[src/rtl/vjtag_bus_engine.sv]
// Command-driven bus master: single/burst reads and writes, target reset
// control and per-beat request/response timeout.
module vjtag_bus_engine #(
  parameter int ADDR_WIDTH = 16,
  parameter int DATA_WIDTH = 16,
  parameter int LEN_WIDTH  = 4,
  parameter int ADDR_INC   = 1,
  parameter int TIMEOUT    = 255
) (
  input  logic                  clk,
  input  logic                  rst_n,
  input  logic                  cmd_valid,
  output logic                  cmd_ready,
  input  logic [7:0]            cmd_op,
  input  logic [ADDR_WIDTH-1:0] cmd_addr,
  input  logic [LEN_WIDTH-1:0]  cmd_len,
  input  logic                  wr_valid,
  output logic                  wr_ready,
  input  logic [DATA_WIDTH-1:0] wr_data,
  output logic                  rd_valid,
  input  logic                  rd_ready,
  output logic [DATA_WIDTH-1:0] rd_data,
  output logic [ADDR_WIDTH-1:0] address,
  output logic                  wvalid,
  output logic                  rvalid,
  output logic [DATA_WIDTH-1:0] wdata,
  input  logic                  ready,
  input  logic                  rsp_valid,
  input  logic [DATA_WIDTH-1:0] rsp_data,
  output logic                  rst_n_out,
  output logic                  busy,
  output logic                  done,
  output logic                  err_timeout
);

  typedef enum logic [2:0] {
    S_IDLE, S_WDATA, S_REQ, S_RESP, S_RDOUT, S_DONE
  } state_e;

  localparam int TW = $clog2(TIMEOUT + 1);

  localparam logic [7:0] OP_READ   = 8'h01;
  localparam logic [7:0] OP_WRITE  = 8'h02;
  localparam logic [7:0] OP_BREAD  = 8'h03;
  localparam logic [7:0] OP_BWRITE = 8'h04;
  localparam logic [7:0] OP_CLRERR = 8'h10;
  localparam logic [7:0] OP_RST_A  = 8'hFE;
  localparam logic [7:0] OP_RST_D  = 8'hFF;

  state_e                state_q;
  logic                  wr_q;
  logic [LEN_WIDTH-1:0]  cnt_q;
  logic [TW-1:0]         tmo_q;
  logic [ADDR_WIDTH-1:0] addr_q;
  logic [DATA_WIDTH-1:0] wdata_q;
  logic [DATA_WIDTH-1:0] rdata_q;
  logic                  rst_out_q;
  logic                  err_q;

  logic                  last;
  logic                  tmo_hit;
  logic [ADDR_WIDTH-1:0] addr_nxt;

  assign last     = (cnt_q == '0);
  assign tmo_hit  = (tmo_q >= TW'(TIMEOUT - 1));
  assign addr_nxt = addr_q + ADDR_WIDTH'(ADDR_INC);

  assign cmd_ready   = (state_q == S_IDLE);
  assign wr_ready    = (state_q == S_WDATA);
  assign wvalid      = (state_q == S_REQ) && wr_q;
  assign rvalid      = (state_q == S_REQ) && !wr_q;
  assign rd_valid    = (state_q == S_RDOUT);
  assign done        = (state_q == S_DONE);
  assign busy        = (state_q != S_IDLE);
  assign address     = addr_q;
  assign wdata       = wdata_q;
  assign rd_data     = rdata_q;
  assign rst_n_out   = rst_out_q;
  assign err_timeout = err_q;

  always_ff @(posedge clk or negedge rst_n) begin
    if (!rst_n) begin
      state_q   <= S_IDLE;
      wr_q      <= 1'b0;
      cnt_q     <= '0;
      tmo_q     <= '0;
      addr_q    <= '0;
      wdata_q   <= '0;
      rdata_q   <= '0;
      rst_out_q <= 1'b1;
      err_q     <= 1'b0;
    end else begin
      unique case (state_q)
        S_IDLE: begin
          if (cmd_valid) begin
            addr_q <= cmd_addr;
            tmo_q  <= '0;
            cnt_q  <= '0;
            case (cmd_op)
              OP_READ: begin
                wr_q    <= 1'b0;
                state_q <= S_REQ;
              end
              OP_WRITE: begin
                wr_q    <= 1'b1;
                state_q <= S_WDATA;
              end
              OP_BREAD: begin
                wr_q    <= 1'b0;
                cnt_q   <= cmd_len;
                state_q <= S_REQ;
              end
              OP_BWRITE: begin
                wr_q    <= 1'b1;
                cnt_q   <= cmd_len;
                state_q <= S_WDATA;
              end
              OP_CLRERR: begin
                err_q   <= 1'b0;
                state_q <= S_DONE;
              end
              OP_RST_A: begin
                rst_out_q <= 1'b0;
                state_q   <= S_DONE;
              end
              OP_RST_D: begin
                rst_out_q <= 1'b1;
                state_q   <= S_DONE;
              end
              default: state_q <= S_DONE;
            endcase
          end
        end
        S_WDATA: begin
          if (wr_valid) begin
            wdata_q <= wr_data;
            tmo_q   <= '0;
            state_q <= S_REQ;
          end
        end
        S_REQ: begin
          if (ready) begin
            if (!wr_q) begin
              // timer keeps running into RESP: one budget per beat
              tmo_q   <= tmo_q + TW'(1);
              state_q <= S_RESP;
            end else if (last) begin
              state_q <= S_DONE;
            end else begin
              cnt_q   <= cnt_q - LEN_WIDTH'(1);
              addr_q  <= addr_nxt;
              state_q <= S_WDATA;
            end
          end else if (tmo_hit) begin
            err_q   <= 1'b1;
            state_q <= S_DONE;
          end else begin
            tmo_q <= tmo_q + TW'(1);
          end
        end
        S_RESP: begin
          if (rsp_valid) begin
            rdata_q <= rsp_data;
            state_q <= S_RDOUT;
          end else if (tmo_hit) begin
            err_q   <= 1'b1;
            state_q <= S_DONE;
          end else begin
            tmo_q <= tmo_q + TW'(1);
          end
        end
        S_RDOUT: begin
          if (rd_ready) begin
            if (last) begin
              state_q <= S_DONE;
            end else begin
              cnt_q   <= cnt_q - LEN_WIDTH'(1);
              addr_q  <= addr_nxt;
              tmo_q   <= '0;
              state_q <= S_REQ;
            end
          end
        end
        S_DONE:  state_q <= S_IDLE;
        default: state_q <= S_IDLE;
      endcase
    end
  end

endmodule

[config.mk]
export PLATFORM = sky130hd
export DESIGN_NAME = vjtag_bus_engine
export DESIGN_NICKNAME = d
export VERILOG_FILES = /design/src/rtl/vjtag_bus_engine.sv
export SDC_FILE = /design/constraint.sdc
export NUM_CORES = 1
export LEC_CHECK = 0
export ABC_CLOCK_PERIOD_IN_PS = 2100
export CAP_MARGIN = 15
export CORE_MARGIN = 5
export CORE_UTILIZATION = 46
export CTS_CLUSTER_DIAMETER = 60
export DETAILED_ROUTE_END_ITERATION = 10
export HOLD_SLACK_MARGIN = 0.1
export PLACE_DENSITY = 0.81
export SLEW_MARGIN = 10
export SYNTH_ARGS = -nofsm -noshare
export SYNTH_HDL_FRONTEND = slang
export SYNTH_SLANG_ARGS = --single-unit
[constraint.sdc]
create_clock -name clk -period 2.1 [get_ports clk]
set_input_delay 0.21 -clock clk [delete_from_list [all_inputs] [get_ports clk]]
set_output_delay 0.21 -clock clk [all_outputs]
set_load 0.02 [all_outputs]
==> metrics <==
outcome=complete, no violations; ranking of synthesized cells by area=dfrtp_1 45%, mux2_2 10%, a21oi_1 5.5%, o21ai_0 3.0%, nand2_1 2.5%; power share of the clock group=14.9%; Diodes inserted=0; Root Driver=clkbuf_8; Detailed Place HPWL=7570 µm; FF+latch count, synth=66; core area=7690 µm²; P_leak=2.12 nW; CTS sink cnt=66; crit path DAT=1850 ps; Setup crit end kind=output port; Setup Skew=11.3 ps; PnR worst setup slack=42.7 ps; Distinct cells, synth=67; Yosys warning count=0; Overall Global Routing Usage=20.9%; area leader, netlist=dfrtp_1; Hold Vio Cnt, Final=0; Final ANT Viol Nets=0; cells after synthesis=355; number of enable flip-flop cells after synthesis=0; R2R setup slack=210 ps; Peak Freq=486 MHz; crit path launch type=flip-flop; Sw Ratio=41.1%; CTS tree=done; WP data required=1890 ps; ys async rst share=100%; num rows=32; routed length per placed instance=16.9 µm; first-pass GRT wire length=16,700 µm; Clk pin slew, worst setup/hold paths=80 ps; Sw Pwr=3.03 mW; vias in the first global route=3,423; commonest non-fill, non-tap cell in the layout=clkdlybuf4s50_1; placer congestion estimate=0.868; DR vias=3,304; Slew HR=65.5%; Power per Cell Area=1420 nW/µm²; final instance count without filler cells=591; max-slew violation count=0; Clock Latency Late Sink=340 ps; most frequent cells in the layout=117 x clkdlybuf4s50_1, 62 x dfrtp_1, 40 x a21oi_1, 33 x mux2_2, 24 x nand2_1; Die Wd=98.8 µm; Syn-to-layout area delta=43.7%; register area share after synthesis=45.6%; Avg Cell Area, Syn=10.2 µm²; R2R depth=7; Die Span Y=98.8 µm; DIE AREA=9750 µm²; initial antenna violation count=0; total negative slack=0 ps; DR pass1 iterations=5; io pins=124; P_int=4.35 mW; worst vdd ir=793 µV; setup violators final=0; Max-cap violations=0; Worst Hold Class=input pin to asynchronous set/reset pin; Synth Net Count=427; mapped cell area=3620 µm²; vias per cell=5.59; share of cells above drive strength 1=18.4%; Tmin final=2060 ps; largest net degree at the start of global routing=39; Post-Route WL=9990 µm; Least-Margin Pin Slew=514 ps; fin util=67.7%; H-tree Lvls=3; clock buffer depth=2; Initial Utilization=47.1%; DRT iter0 DRCs=130; PortBufs=123; Comb power frac=54.0%; Final nets=556; share of the synthesized area in the top cell type=44.9%; Inst Count DP=573; fill count=612; CTS buffer count=9; sequential fraction of design power=31.1%; worst slack at placement=57.3 ps; Most used DFF post-synth=dfrtp_1; RSZ-0062 raised after global routing=no; CP Class=flip-flop to output port; CP max FO=10; number of remaining DRC errors=0; total grt overflow=0; fin crit share=98.0%
[sequential cells by signal, indices dropped and copies added (netlist names)]
register / cells
state_q: 3
rst_n_out: 1
cnt_q: 4
wr_q: 1
wdata: 16
address: 16
rd_data: 16
tmo_q: 8
err_timeout: 1
[worst max-delay path, cell delays in order (launching register included)]
cell and delay, ps:
dfrtp_2 480, or3_1 450, clkdlybuf4s50_1 580
[final timing paths]
| kind | start | endpoint |
|---|---|---|
| setup / recovery | state_q[1] | busy |
| hold / removal | rst_n | rd_data[15] |
| setup reg to reg | cnt_q[0] | tmo_q[7] |
| hold reg to reg | rd_data[14] | rd_data[14] |
| max in group asynchronous | rst_n | rd_data[7] |
| min in group clk | cmd_addr[1] | address[1] |
[routing by layer]
layer | vias up | share of wire [%] | GRT usage, %
met3 | 12 | 6.9 | 5.38
met4 | 0 | 1.2 | 5.25
met2 | 135 | 50 | 35.6
met5 | - | 0 | 0
li1 | 1580 | - | -
met1 | 1577 | 42 | 26.6
[area by class of cell]
class	instances	area [µm²]	area share, %
repair buffers	139	1380	26.5
clock inverters	6	65.1	1.25
inverters	10	37.5	0.721
well taps	102	128	2.45
clock buffers	10	138	2.64
flip-flops and latches	66	1660	31.8
multi-input cells	258	1800	34.6
[synth_stat cells (all sizes together), types with 2 or more instances]
| cell | n |
|---|---|
| nor3 | 4 |
| o21ai | 23 |
| ha | 5 |
| a211oi | 3 |
| nand3b | 2 |
| nand2b | 5 |
| inv | 10 |
| nand3 | 15 |
| and2 | 2 |
| a21o | 4 |
| nand4 | 6 |
| and3 | 6 |
| a21oi | 42 |
| nand2 | 24 |
| nor4 | 2 |
| o22ai | 4 |
| a2bb2oi | 6 |
| a31oi | 4 |
| nor3b | 3 |
| clkbuf | 4 |
| buf | 17 |
| o2bb2ai | 2 |
| a22oi | 2 |
| o31ai | 3 |
| mux2 | 34 |
| xnor2 | 2 |
| dfrtp | 65 |
| and4 | 4 |
| nor2b | 3 |
| a41oi | 4 |
| nor2 | 24 |
[metrics by stage]
| step | power (mW) | hold WS [ps] | instance area [µm²] |
|---|---|---|---|
| final | 7.38 | 378 | 5210 |
| after global routing | 7.89 | 423 | 5210 |
| after CTS | 7.44 | 394 | 5210 |
| after detailed placement | 6.33 | 217 | 4990 |
| after global placement | 6.21 | 199 | 4990 |
| after floorplan | 4.69 | -85.6 | 3630 |
[what timing repair did]
action | 4_1_cts | 5_1_grt
hold buffers | 1 | 0
setup endpoints to repair | 7 | 0
hold endpoints to repair | 16 | 0
buffers inserted | 1 | 0
resized for setup | 8 | 0
[cell families (layout without fill, tap and decap cells)]
kind of cell | count (synthesis) | in the layout | synth area share [%]
compound gates | 111 | 111 | 20.1
simple gates | 105 | 105 | 16.4
mux | 35 | 35 | 10.9
flops | 66 | 66 | 45.6
buf+inv | 31 | 165 | 4.77
fa+ha+maj | 5 | 5 | 1.73
xor+xnor | 2 | 2 | 0.484
[power groups by stage]
stage          Sequential, mW  Clock, mW  Combinational [mW]
6_report                 2.30       1.10                3.99
5_1_grt                  2.39       1.19                4.31
4_1_cts                  2.29       1.13                4.02
3_5_place_dp             2.31          0                4.02
3_3_place_gp             2.28          0                3.92
2_1_floorplan            2.76          0                1.92
Power figures use the tool's default switching activity.
